--- src/rtl/gpio0_clkout.sv ---
// Avalon-MM output PIO: each GPIO bit is driven either by the DATA register
// or by a programmable divided-clock generator, chosen per bit in CTRL.
module gpio0_clkout #(
  parameter int unsigned      WIDTH       = 2,
  parameter int unsigned      DIV_WIDTH   = 16,
  parameter logic [WIDTH-1:0] RESET_VALUE = '0
) (
  input  logic             clk,
  input  logic             reset_n,
  input  logic [2:0]       address,
  input  logic             chipselect,
  input  logic             write_n,
  input  logic [31:0]      writedata,
  output logic [31:0]      readdata,
  output logic [WIDTH-1:0] out_port
);

  localparam logic [2:0] ADDR_DATA   = 3'd0;
  localparam logic [2:0] ADDR_CTRL   = 3'd1;
  localparam logic [2:0] ADDR_DIV    = 3'd2;
  localparam logic [2:0] ADDR_STATUS = 3'd3;
  localparam logic [2:0] ADDR_OUTSET = 3'd4;
  localparam logic [2:0] ADDR_OUTCLR = 3'd5;

  logic [WIDTH-1:0]     r_data;
  logic [WIDTH-1:0]     r_ctrl;
  logic [DIV_WIDTH-1:0] r_div;
  logic [DIV_WIDTH-1:0] r_cnt;
  logic                 r_gen_clk;

  logic                 w_wr;
  logic                 w_div_wr;
  logic [31:0]          w_status;
  logic [31:0]          w_rd_mux;
  logic                 w_unused_wd;

  assign w_wr        = chipselect & ~write_n;
  assign w_div_wr    = w_wr && (address == ADDR_DIV);
  assign w_unused_wd = ^writedata;

  // cnt lives at bit 16 upward; anything beyond bit 31 is dropped.
  assign w_status = 32'({r_cnt, 15'd0, r_gen_clk});

  always_comb begin
    w_rd_mux = '0;
    case (address)
      ADDR_DATA:   w_rd_mux = 32'(r_data);
      ADDR_CTRL:   w_rd_mux = 32'(r_ctrl);
      ADDR_DIV:    w_rd_mux = 32'(r_div);
      ADDR_STATUS: w_rd_mux = w_status;
      default:     w_rd_mux = '0;
    endcase
  end

  always_ff @(posedge clk) begin
    if (!reset_n) begin
      r_data    <= RESET_VALUE;
      r_ctrl    <= '0;
      r_div     <= '0;
      r_cnt     <= '0;
      r_gen_clk <= 1'b0;
      readdata  <= '0;
      out_port  <= RESET_VALUE;
    end else begin
      readdata <= w_rd_mux;
      out_port <= (r_data & ~r_ctrl) | ({WIDTH{r_gen_clk}} & r_ctrl);

      // A DIV write restarts the half-period so a smaller DIV can never be overrun.
      if (r_ctrl == '0) begin
        r_cnt     <= '0;
        r_gen_clk <= 1'b0;
      end else if (w_div_wr) begin
        r_cnt <= '0;
      end else if (r_cnt == r_div) begin
        r_cnt     <= '0;
        r_gen_clk <= ~r_gen_clk;
      end else begin
        r_cnt <= r_cnt + DIV_WIDTH'(1);
      end

      if (w_wr) begin
        case (address)
          ADDR_DATA:   r_data <= writedata[WIDTH-1:0];
          ADDR_CTRL:   r_ctrl <= writedata[WIDTH-1:0];
          ADDR_DIV:    r_div  <= writedata[DIV_WIDTH-1:0];
          ADDR_OUTSET: r_data <= r_data | writedata[WIDTH-1:0];
          ADDR_OUTCLR: r_data <= r_data & ~writedata[WIDTH-1:0];
          default:     ;
        endcase
      end
    end
  end

endmodule
--- config.mk ---
export PLATFORM = sky130hd
export DESIGN_NAME = gpio0_clkout
export DESIGN_NICKNAME = d
export VERILOG_FILES = /design/src/rtl/gpio0_clkout.sv
export SDC_FILE = /design/constraint.sdc
export NUM_CORES = 1
export LEC_CHECK = 0
export ABC_AREA = 1
export CAP_MARGIN = 20
export CORE_ASPECT_RATIO = 1.4
export CORE_MARGIN = 2
export CORE_UTILIZATION = 47
export DETAILED_ROUTE_END_ITERATION = 6
export PLACE_DENSITY_LB_ADDON = 0.2
export SLEW_MARGIN = 5
export SYNTH_ARGS = -nofsm -noshare
export SYNTH_HDL_FRONTEND = slang
export SYNTH_SLANG_ARGS = --single-unit
--- constraint.sdc ---
create_clock -name clk -period 2.95 [get_ports clk]
set_input_delay 0.7375 -clock clk [delete_from_list [all_inputs] [get_ports clk]]
set_output_delay 0.7375 -clock clk [all_outputs]
set_load 0.05 [all_outputs]
==> summary.txt, run 1 <==
Logic synthesis
  – Count of distinct cell types in the synthesized netlist: 28
  – Mapped Area: 0.00278 mm^2
  – Average footprint of a synthesized cell: around 8 um^2
  – Synth top area cells: sky130_fd_sc_hd__dfxtp_1, sky130_fd_sc_hd__nand2_1, sky130_fd_sc_hd__nor3_1, sky130_fd_sc_hd__inv_1, sky130_fd_sc_hd__a21oi_1
  – Number of enable flip-flop cells after synthesis: 0
  – Post-synthesis sequential area ratio: a little over 50%
  – Primary FF master, synth: sky130_fd_sc_hd__dfxtp_1
  – Top-area cell type share of the netlist area: between 50% and 60%
  – Area leader, netlist: sky130_fd_sc_hd__dfxtp_1
  – Synthesis Warnings: 0
  – Number of instances in the synthesized netlist: between 300 and 400
  – Flip-flop and latch count after synthesis: 71
  – Most instantiated cells after synthesis: sky130_fd_sc_hd__dfxtp_1, sky130_fd_sc_hd__nand2_1, sky130_fd_sc_hd__inv_1
  – Number of nets in the synthesized netlist: 388
  – Leading cell type by number of instances after synthesis: sky130_fd_sc_hd__dfxtp_1
  – Share of flip-flops with an asynchronous set or reset after synthesis: 0%

Floorplan
  – Full die area: 0.00655 mm^2
  – Vertical die dimension: 95.0 um
  – Initial Utilization: 48.1%
  – Placement Rows: 33
  – Die X: 69.0 um
  – Placeable core area: 0.00578 mm^2
  – Number of primary I/O pins: 73

Routing
  – Post-detailed-route wirelength per cell: 12.4 um
  – Post-route DRC violation count: 0
  – First-pass iteration count of the detailed router: 4
  – Antenna-violating nets left: 0
  – Vias post-DR: between 2000 and 2500
  – Post-DR vias/cell: 4.89
  – Number of DRC markers in iteration 0: around 150
  – Sum of routed wire length over all layers: between 5000 and 6000 um

Timing
  – Skew final: 0.0106 ns
  – Max Slew Vio Count: 0
  – Worst-margin pin slew: 0.528 ns
  – Slew HR: 64.7%
  – Tcrit/Tclk final: between 70 and 80%
  – Worst setup slack after layout: between 0.7 and 0.8 ns
  – Setup repair after global routing missed its margin: false
  – Setup total negative slack: 0 ns
  – Worst hold slack after final layout: around 0.47 ns
  – Fmax: 451 MHz
  – Period minus WS final: between 2 and 2.5 ns
  – Setup violation total in the final timing report: 0
  – Number of hold-slack violations in the final timing report: 0

Clocking
  – Inserted Clock Buffers: 9
  – Clock tree sinks: about 70
  – Clock tree from TritonCTS: done
  – Setup Fix Bufs, Post-CTS: 0
  – Clock input transition at the sequential cells of the worst setup and hold paths: 0.07 ns
  – Clock buffer depth: 2
  – Library cell used as clock root buffer: sky130_fd_sc_hd__clkbuf_8
  – Worst skew pair latency: approximately 0.36 ns
  – Count of hold buffers inserted by post-cts repair: 0
  – Post-CTS sizing: 0
  – Deepest level of the CTS H-tree: 3

Global routing
  – Wire length of the first global-routing pass: 9510 um
  – Maximum number of pins on one net before global-route repair: 32
  – GRT Residual Overflow: 0
  – Antenna violations before repair: 0
  – Overall global routing resource usage: 20.3%
  – Number of global-route vias before repair: 2146

Worst setup path
  – Ordered cell list for the critical path: clkdlybuf4s50_1
  – Highest cell delay on the worst timing path: 0.81 ns
  – Delay-heaviest family, CP: buffers and inverters
  – Register-to-register setup slack: approximately 1.3 ns
  – Category of the worst setup path launch point: flip-flop
  – Count of buffer and inverter cells on the critical path: 1
  – Category of the critical setup timing path: flip-flop to primary output
  – Launch instance of the worst register-to-register path: r_cnt[0]$_SDFF_PP0_
  – Required time reported for the critical path endpoint: between 2 and 2.5 ns
  – Slowest stage cell, crit path: sky130_fd_sc_hd__clkdlybuf4s50_1
  – Worst setup path start: readdata[2]$_SDFF_PN0_
  – Maximum net fanout on the critical path: 1
  – Arrival time of data at the critical path endpoint: 1.48 ns
  – Type of destination of the critical path: primary output

Layout
  – Number of cells in the finished layout apart from fillers: ~480
  – Diode count: 0
  – Layout area overhead: 31.8%
  – Final net count: 448
  – Fraction of final layout cells sized beyond drive strength 1: between 10 and 15%
  – Cell area after layout: 0.00366 mm^2

Power and ir drop
  – Switching Fraction: 20.8%
  – P_sw: 426 uW
  – Pint: ~1.6 mW
  – PwrDens: between 500 and 600 mW/mm^2
  – Max IR drop VDD: 0.408 mV
  – Sequential share of power: 47.3%
  – Part of the total power dissipated in the clock network: about 47%
  – Share of power burned in combinational logic: 5.6%
  – Leakage component of the power: 1.36 nW

Placed design
  – Weighted congestion reported at the end of routability-driven placement: about 0.80
  – Placed cells: 467
  – Worst slack after detailed placement: 0.467 ns
  – HPWL after detailed placement: 4160 um
  – Count of input and output buffers: 56
  – Cell area reported after detailed placement: 0.00341 mm^2

Status
  – Run status: completed

Run
  – Number of max-cap violations: 0

Worst hold path
  – Hold Path Class: flip-flop to flip-flop
  – Hold Crit Start: r_data[1]$_SDFFE_PN0P_
logic make-up (layout without fill, tap and decap cells):
family | Yosys count | after routing | share of synthesized area, %
buffers and inverters | 61 | 126 | 8.69
XOR/XNOR | 10 | 10 | 3.15
flip-flops | 71 | 71 | 51.1
adder cells (fa/ha/maj) | 1 | 1 | 0.450
AND/OR/NAND/NOR | 151 | 151 | 26.4
AO/OA/AOI/OAI | 54 | 54 | 10.2
power groups by stage:
stage	clock, mW	sequential [mW]	combinational (mW)
finish	0.964	0.970	0.115
CTS	0.988	0.970	0.116
detailed placement	0	0.992	0.115
global route	1.02	0.971	0.127
global placement	0	0.992	0.113
floorplan	0	0.996	0.0596
worst paths after layout:
kind | end | depth (start not counted)
worst min-delay path | r_data[1]$_SDFFE_PN0P_ | 2
worst max register to register | r_cnt[14]$_SDFF_PP0_ | 8
worst max-delay path | readdata[2] | 1
worst min register to register | r_data[1]$_SDFFE_PN0P_ | 2
placed cells by master (no fill, tap or decap):
master / synthesis / layout
sky130_fd_sc_hd__dfxtp_1: 71 / 71
sky130_fd_sc_hd__nand2_1: 65 / 65
sky130_fd_sc_hd__clkdlybuf4s50_1: 0 / 56
sky130_fd_sc_hd__inv_1: 38 / 38
sky130_fd_sc_hd__nor3_1: 34 / 34
sky130_fd_sc_hd__a21oi_1: 26 / 26
sky130_fd_sc_hd__o21ai_0: 23 / 23
sky130_fd_sc_hd__nor2_1: 19 / 19
sky130_fd_sc_hd__nor2_2: 13 / 13
sky130_fd_sc_hd__inv_2: 11 / 11
sky130_fd_sc_hd__clkbuf_8: 0 / 11
sky130_fd_sc_hd__xor2_1: 10 / 10
sky130_fd_sc_hd__nand3_1: 5 / 5
sky130_fd_sc_hd__buf_4: 0 / 5
sky130_fd_sc_hd__nor3_2: 4 / 4
sky130_fd_sc_hd__nand3_2: 3 / 3
sky130_fd_sc_hd__nand2_2: 3 / 3
sky130_fd_sc_hd__bufinv_16: 0 / 3
sky130_fd_sc_hd__nor2_4: 2 / 2
sky130_fd_sc_hd__nand3_4: 1 / 1
sky130_fd_sc_hd__or2_2: 1 / 1
sky130_fd_sc_hd__a211oi_1: 1 / 1
sky130_fd_sc_hd__nand4_1: 1 / 1
sky130_fd_sc_hd__o211ai_1: 1 / 1
sky130_fd_sc_hd__o22ai_1: 1 / 1
sky130_fd_sc_hd__a221oi_1: 1 / 1
sky130_fd_sc_hd__o31ai_1: 1 / 1
sky130_fd_sc_hd__ha_1: 1 / 1
sky130_fd_sc_hd__clkinv_4: 0 / 1
sky130_fd_sc_hd__clkinv_2: 0 / 1
routing by layer:
layer | routed length, um | up-vias | global-route usage (%) | share of wire [%]
met3 | 327 | 12 | 6.56 | 5.5
met2 | 3030 | 62 | 34.0 | 51
met4 | 136 | 0 | 8.82 | 2.3
met5 | 0 | - | 0 | 0
met1 | 2500 | 1061 | 23.0 | 42
li1 | - | 1227 | - | -
area by class of cell:
| type | instances | area [um^2] |
|---|---|---|
| fillers | 544 | 2120 |
| flip-flops and latches | 71 | 1420 |
| multi-input cells | 216 | 1120 |
| repair buffers | 61 | 598 |
| inverters | 49 | 184 |
| clock buffers | 11 | 151 |
| clock inverters | 5 | 104 |
| well taps | 70 | 87.6 |
state kept, by name (all words and copies together) (netlist names):
register / count
readdata: 32
r_cnt: 16
r_div: 16
out_port: 2
r_ctrl: 2
r_data: 2
r_gen_clk: 1
stage by stage:
| stage | util, % | total power [mW] |
|---|---|---|
| 2_1_floorplan | - | 1.06 |
| 3_3_place_gp | 58.9 | 1.10 |
| 3_5_place_dp | 58.9 | 1.11 |
| 4_1_cts | 63.4 | 2.07 |
| 5_1_grt | 63.4 | 2.12 |
| 6_report | 63.4 | 2.05 |
(Power assumes the default switching activity.)
==> run 2: changes to the inputs <==
--- a/config.mk
+++ b/config.mk
@@ -9,7 +9,7 @@
 export CAP_MARGIN = 20
 export CORE_ASPECT_RATIO = 1.4
 export CORE_MARGIN = 2
-export CORE_UTILIZATION = 47
+export CORE_UTILIZATION = 43
 export DETAILED_ROUTE_END_ITERATION = 6
 export PLACE_DENSITY_LB_ADDON = 0.2
 export SLEW_MARGIN = 5
==> constraint.sdc (replaced) <==
create_clock -name clk -period 1.8 [get_ports clk]
set_input_delay 0.45 -clock clk [delete_from_list [all_inputs] [get_ports clk]]
set_output_delay 0.45 -clock clk [all_outputs]
set_load 0.05 [all_outputs]
==> run 2 against run 1 <==
  * Flip-flop and latch count did not move
  * Largest cell class unchanged
  * Sequential power rose by 64%
  * Core utilization fell by 4.5 points
  * Final cell count rose by 2.9%
  * Hold slack got worse by 0.0016 ns
  * Clock skew fell by 0.0048 ns
==> summary.txt, run 2 (synthesis results as in run 1) <==
Power and ir drop
  – Total power: around 3.2 mW
  – Max IR drop VDD: 0.512 mV
  – PwrDens: 873 mW/mm^2
  – Leakage component of the power: 1.49 nW

Timing
  – Worst setup slack after layout: just under 0.2 ns
  – Setup total negative slack: 0 ns
  – Skew final: 0.00585 ns
  – Setup violation total in the final timing report: 0
  – Period minus WS final: 1.61 ns
  – Max Slew Vio Count: 0
  – Tcrit/Tclk final: 89.2%
  – Number of hold-slack violations in the final timing report: 0
  – Slew HR: 74.4%
  – Fmax: slightly above 600 MHz
  – Setup repair after global routing missed its margin: false
  – Worst-margin pin slew: 0.381 ns

Clocking
  – Post-CTS sizing: 0
  – Setup Fix Bufs, Post-CTS: 0
  – Deepest level of the CTS H-tree: 3
  – Library cell used as clock root buffer: sky130_fd_sc_hd__clkbuf_8
  – Inserted Clock Buffers: 9
  – Clock tree from TritonCTS: done
  – Worst skew pair latency: 0.35 ns
  – Clock input transition at the sequential cells of the worst setup and hold paths: 0.07 ns
  – Clock tree sinks: between 70 and 80
  – Count of hold buffers inserted by post-cts repair: 0
  – Clock buffer depth: 2

Layout
  – Diode count: 0
  – Final Core Density: just under 60%
  – Most frequent cells in the layout: sky130_fd_sc_hd__dfxtp_1, sky130_fd_sc_hd__nand2_1, sky130_fd_sc_hd__buf_4
  – Fraction of final layout cells sized beyond drive strength 1: 24.5%
  – Final net count: 460
  – Largest reg by FF count: readdata
  – Number of cells in the finished layout apart from fillers: 497
  – Layout area overhead: 32.4%
  – Number of flip-flops in the largest register: 32
  – Fill cells: 566
  – Most common cell after layout, fill and taps aside: sky130_fd_sc_hd__dfxtp_1
  – Largest regs: readdata (32), r_cnt (16), r_div (16)

Placed design
  – HPWL after detailed placement: around 4200 um
  – Weighted congestion reported at the end of routability-driven placement: 0.827
  – Worst slack after detailed placement: -0.132 ns
  – Placed cells: 481
  – Count of input and output buffers: 56

Worst hold path
  – Hold Path Class: flip-flop to flip-flop

Worst setup path
  – Maximum net fanout on the critical path: 4
  – Type of destination of the critical path: flip-flop
  – Category of the worst setup path launch point: flip-flop
  – Arrival time of data at the critical path endpoint: 1.85 ns
  – Required time reported for the critical path endpoint: just over 2 ns
  – Category of the critical setup timing path: flip-flop to flip-flop

Global routing
  – Wire length of the first global-routing pass: 9870 um
  – Antenna violations before repair: 0
  – Number of global-route vias before repair: 2220
  – Overall global routing resource usage: a little under a fifth
  – GRT Residual Overflow: 0
  – Maximum number of pins on one net before global-route repair: 32

Routing
  – Post-route DRC violation count: 0
  – First-pass iteration count of the detailed router: 4
  – Vias post-DR: 2368
  – Number of DRC markers in iteration 0: 117
  – Sum of routed wire length over all layers: 5970 um
  – Antenna-violating nets left: 0
  – Post-DR vias/cell: 4.76
  – Post-detailed-route wirelength per cell: 12.0 um

Floorplan
  – Vertical die dimension: just under 100 um
  – Full die area: roughly 0.0071 mm^2
  – Number of primary I/O pins: 73
  – Placeable core area: 0.00625 mm^2
  – Placement Rows: 34
  – Initial Utilization: between 40% and 50%
  – Die X: 71.9 um

Status
  – Run status: completed

Run
  – Number of max-cap violations: 0
run 2: cell types whose count changed in the layout (fill, tap and decap cells not counted):
cell,before,now
sky130_fd_sc_hd__buf_12,0,3
sky130_fd_sc_hd__buf_4,5,48
sky130_fd_sc_hd__bufinv_16,3,2
sky130_fd_sc_hd__clkbuf_1,0,2
sky130_fd_sc_hd__clkdlybuf4s50_1,56,22
sky130_fd_sc_hd__clkinv_4,1,0
sky130_fd_sc_hd__ha_1,1,0
sky130_fd_sc_hd__ha_2,0,1
run 2: critical path: stages, from the launching register on:
cell and delay, ns:
sky130_fd_sc_hd__dfxtp_1 0.40, sky130_fd_sc_hd__ha_2 0.24, sky130_fd_sc_hd__nand3_2 0.11, sky130_fd_sc_hd__nor2_2 0.16, sky130_fd_sc_hd__nand2_1 0.12, sky130_fd_sc_hd__nor2_1 0.15, sky130_fd_sc_hd__nand3_1 0.11, sky130_fd_sc_hd__xor2_1 0.17
sky130_fd_sc_hd__nor2_2 0.04
run 2: area by class of cell:
class                           count  area, um^2  area share (%)
Inverter                           49         184            5.00
Sequential cell                    71        1420            38.6
Timing Repair Buffer               73         641            17.4
Clock inverter                      3        65.1            1.77
Multi-Input combinational cell    216        1120            30.4
Tap cell                           72        90.1            2.45
Clock buffer                       13         159            4.32
run 2: report_power, final:
part	internal (mW)	total (mW)	leakage [nW]	switching [mW]
clock	0.855	1.42	0.114	0.563
sequential	1.58	1.59	0.573	0.00663
combinational	0.0950	0.204	0.803	0.109
run 2: worst paths after layout:
| kind | startpoint | to | slack (ns) | cells past startpoint |
|---|---|---|---|---|
| worst min-delay path | r_gen_clk$_SDFFE_PP0P_ | r_gen_clk$_SDFFE_PP0P_ | 0.47 | 2 |
| worst max register to register | r_cnt[1]$_SDFF_PP0_ | r_cnt[14]$_SDFF_PP0_ | 0.19 | 8 |
| worst min register to register | r_gen_clk$_SDFFE_PP0P_ | r_gen_clk$_SDFFE_PP0P_ | 0.47 | 2 |
| worst max-delay path | r_cnt[1]$_SDFF_PP0_ | r_cnt[14]$_SDFF_PP0_ | 0.19 | 8 |
run 2: per-layer routing:
layer	track usage [%]	routed length, um	vias up
li1	-	-	1250
met1	21.0	2560	1046
met2	29.9	2940	59
met3	5.27	322	13
met4	9.29	138	0
met5	0	0	-
run 2: through the flow:
| stage | cell area (um^2) | hold slack, ns |
|---|---|---|
| floorplan | 2780 | 0.434 |
| global placement | 3450 | 0.445 |
| detailed placement | 3450 | 0.457 |
| CTS | 3680 | 0.470 |
| global route | 3680 | 0.483 |
| finish | 3680 | 0.471 |
==> run 3: changes to the inputs <==
--- a/config.mk
+++ b/config.mk
@@ -9,8 +9,10 @@
 export CAP_MARGIN = 20
 export CORE_ASPECT_RATIO = 1.4
 export CORE_MARGIN = 2
-export CORE_UTILIZATION = 43
+export CORE_UTILIZATION = 47
+export CTS_CLUSTER_SIZE = 14
 export DETAILED_ROUTE_END_ITERATION = 6
+export DONT_BUFFER_PORTS = 1
 export PLACE_DENSITY_LB_ADDON = 0.2
 export SLEW_MARGIN = 5
 export SYNTH_ARGS = -nofsm -noshare
==> run 3 against run 2 <==
  * Sequential share of layout area up 8.4 points
  * Total power down 12%
  * Combinational power down 42%
  * Largest cell class unchanged
  * Maximum frequency about the same
==> summary.txt, run 3 (synthesis results as in run 1) <==
Status
  – Run status: completed

Floorplan
  – Vertical die dimension: 95.0 um
  – Placeable core area: 0.00578 mm^2
  – Number of primary I/O pins: 73
  – Initial Utilization: 48.1%
  – Full die area: 0.00655 mm^2
  – Die X: ~70 um
  – Placement Rows: 33

Placed design
  – HPWL after detailed placement: between 3000 and 4000 um
  – Placed cells: 411
  – Weighted congestion reported at the end of routability-driven placement: 0.791
  – Worst slack after detailed placement: ~0.16 ns
  – Count of input and output buffers: 0
  – Cell area reported after detailed placement: 0.00286 mm^2

Worst setup path
  – Category of the critical setup timing path: flip-flop to flip-flop
  – Slowest stage cell, crit path: sky130_fd_sc_hd__dfxtp_1
  – Ordered cell list for the critical path: ha_1 > nand3_2 > nor2_2 > nand2_1 > nor2_1 > nand3_1 > xor2_1 > nor2_2
  – Count of buffer and inverter cells on the critical path: 0
  – Type of destination of the critical path: flip-flop
  – Delay-heaviest family, CP: simple AND/OR/NAND/NOR gates
  – Most repeated library cell on the critical path: sky130_fd_sc_hd__nor2_2
  – Maximum net fanout on the critical path: 4
  – Category of the worst setup path launch point: flip-flop
  – Arrival time of data at the critical path endpoint: about 1.8 ns
  – Required time reported for the critical path endpoint: 2.02 ns
  – Register-to-register setup slack: 0.19 ns
  – Highest cell delay on the worst timing path: 0.40 ns

Routing
  – Antenna-violating nets left: 0
  – Post-DR vias/cell: 5.03
  – Post-detailed-route wirelength per cell: 13.2 um
  – Sum of routed wire length over all layers: around 5600 um
  – Post-route DRC violation count: 0
  – First-pass iteration count of the detailed router: 4
  – Number of DRC markers in iteration 0: 85
  – Vias post-DR: 2137

Global routing
  – Wire length of the first global-routing pass: around 9400 um
  – GRT Residual Overflow: 0
  – Overall global routing resource usage: between 10% and 20%
  – Antenna violations before repair: 0
  – Number of global-route vias before repair: 2086
  – Maximum number of pins on one net before global-route repair: 32

Clocking
  – Deepest level of the CTS H-tree: 3
  – Clock tree from TritonCTS: done
  – Clock input transition at the sequential cells of the worst setup and hold paths: 0.07 ns
  – Setup Fix Bufs, Post-CTS: 0
  – Worst skew pair latency: approximately 0.34 ns
  – Clock tree sinks: 71
  – Clock buffer depth: 2
  – Inserted Clock Buffers: 9
  – Library cell used as clock root buffer: sky130_fd_sc_hd__clkbuf_8

Layout
  – Most frequent cells in the layout: sky130_fd_sc_hd__dfxtp_1, sky130_fd_sc_hd__nand2_1, sky130_fd_sc_hd__inv_1
  – Fill cells: 561
  – Cell area after layout: 0.00302 mm^2
  – Number of cells in the finished layout apart from fillers: approximately 430
  – Number of flip-flops in the largest register: 32
  – Diode count: 0
  – Final Core Density: 52.3%
  – Largest reg by FF count: readdata
  – Most common cell after layout, fill and taps aside: sky130_fd_sc_hd__dfxtp_1
  – Largest regs: readdata (32), r_cnt (16), r_div (16)
  – Layout area overhead: 8.82%
  – Final net count: 392
  – Fraction of final layout cells sized beyond drive strength 1: approximately 16%

Timing
  – Setup violation total in the final timing report: 0
  – Tcrit/Tclk final: 89.2%
  – Slew HR: 66.1%
  – Fmax: about 620 MHz
  – Setup repair after global routing missed its margin: false
  – Number of hold-slack violations in the final timing report: 0
  – Period minus WS final: between 1.5 and 2 ns
  – Worst setup slack after layout: 0.194 ns
  – Max Slew Vio Count: 0
  – Skew final: 0.00849 ns
  – Worst-margin pin slew: 0.508 ns
  – Setup total negative slack: 0 ns
  – Worst hold slack after final layout: 0.225 ns

Worst hold path
  – Hold Path Class: input pin to flip-flop

Power and ir drop
  – Leakage component of the power: 1.12 nW
  – Max IR drop VDD: 0.633 mV
  – PwrDens: 930 mW/mm^2
  – Total power: 2.81 mW

Run
  – Number of max-cap violations: 0
run 3: cell types whose count changed in the layout (fill, tap and decap cells not counted):
cell                              change
sky130_fd_sc_hd__buf_4               -44
sky130_fd_sc_hd__dfxtp_1              -1
sky130_fd_sc_hd__clkdlybuf4s50_1     -22
sky130_fd_sc_hd__ha_2                 -1
sky130_fd_sc_hd__dfxtp_2              +1
sky130_fd_sc_hd__ha_1                 +1
sky130_fd_sc_hd__bufinv_16            -2
sky130_fd_sc_hd__buf_12               -2
run 3: final timing paths:
check / from / end / cells after the start
worst max-delay path: r_cnt[1]$_SDFF_PP0_ / r_cnt[14]$_SDFF_PP0_ / 8
worst min-delay path: reset_n / readdata[1]$_SDFF_PN0_ / 2
worst max register to register: r_cnt[1]$_SDFF_PP0_ / r_cnt[14]$_SDFF_PP0_ / 8
worst min register to register: r_gen_clk$_SDFFE_PP0P_ / r_gen_clk$_SDFFE_PP0P_ / 2
run 3: final cells by class:
cell class / count / area (um^2) / share of cell area [%]
flip-flops and latches: 71 / 1420 / 47.0
multi-input cells: 216 / 1120 / 36.9
inverters: 49 / 184 / 6.08
clock buffers: 13 / 159 / 5.25
well taps: 70 / 87.6 / 2.90
repair buffers: 5 / 50.0 / 1.65
clock inverters: 1 / 5.00 / 0.165
run 3: worst register-to-register path, stage by stage (launching register included):
cell and delay, ns:
sky130_fd_sc_hd__dfxtp_1 0.40, sky130_fd_sc_hd__ha_1 0.23, sky130_fd_sc_hd__nand3_2 0.12, sky130_fd_sc_hd__nor2_2 0.16, sky130_fd_sc_hd__nand2_1 0.12, sky130_fd_sc_hd__nor2_1 0.14, sky130_fd_sc_hd__nand3_1 0.10, sky130_fd_sc_hd__xor2_1 0.18
sky130_fd_sc_hd__nor2_2 0.04
run 3: what timing repair did:
action	4_1_cts	5_1_grt
gates resized for setup	0	1
setup endpoints to repair	0	2
hold buffers	0	0
run 3: per-layer routing:
layer / wire length, um / vias to the layer above / GRT usage, %
li1: - / 1115 / -
met3: 264 / 14 / 5.48
met2: 2670 / 51 / 30.7
met1: 2510 / 957 / 23.8
met5: 0 / - / 0
met4: 178 / 0 / 12.7
run 3: report_power, final:
| part | internal (mW) | switching, mW | leakage (nW) |
|---|---|---|---|
| Sequential | 1.58 | 0.0147 | 0.573 |
| Clock | 0.559 | 0.536 | 0.0854 |
| Combinational | 0.0391 | 0.0788 | 0.465 |
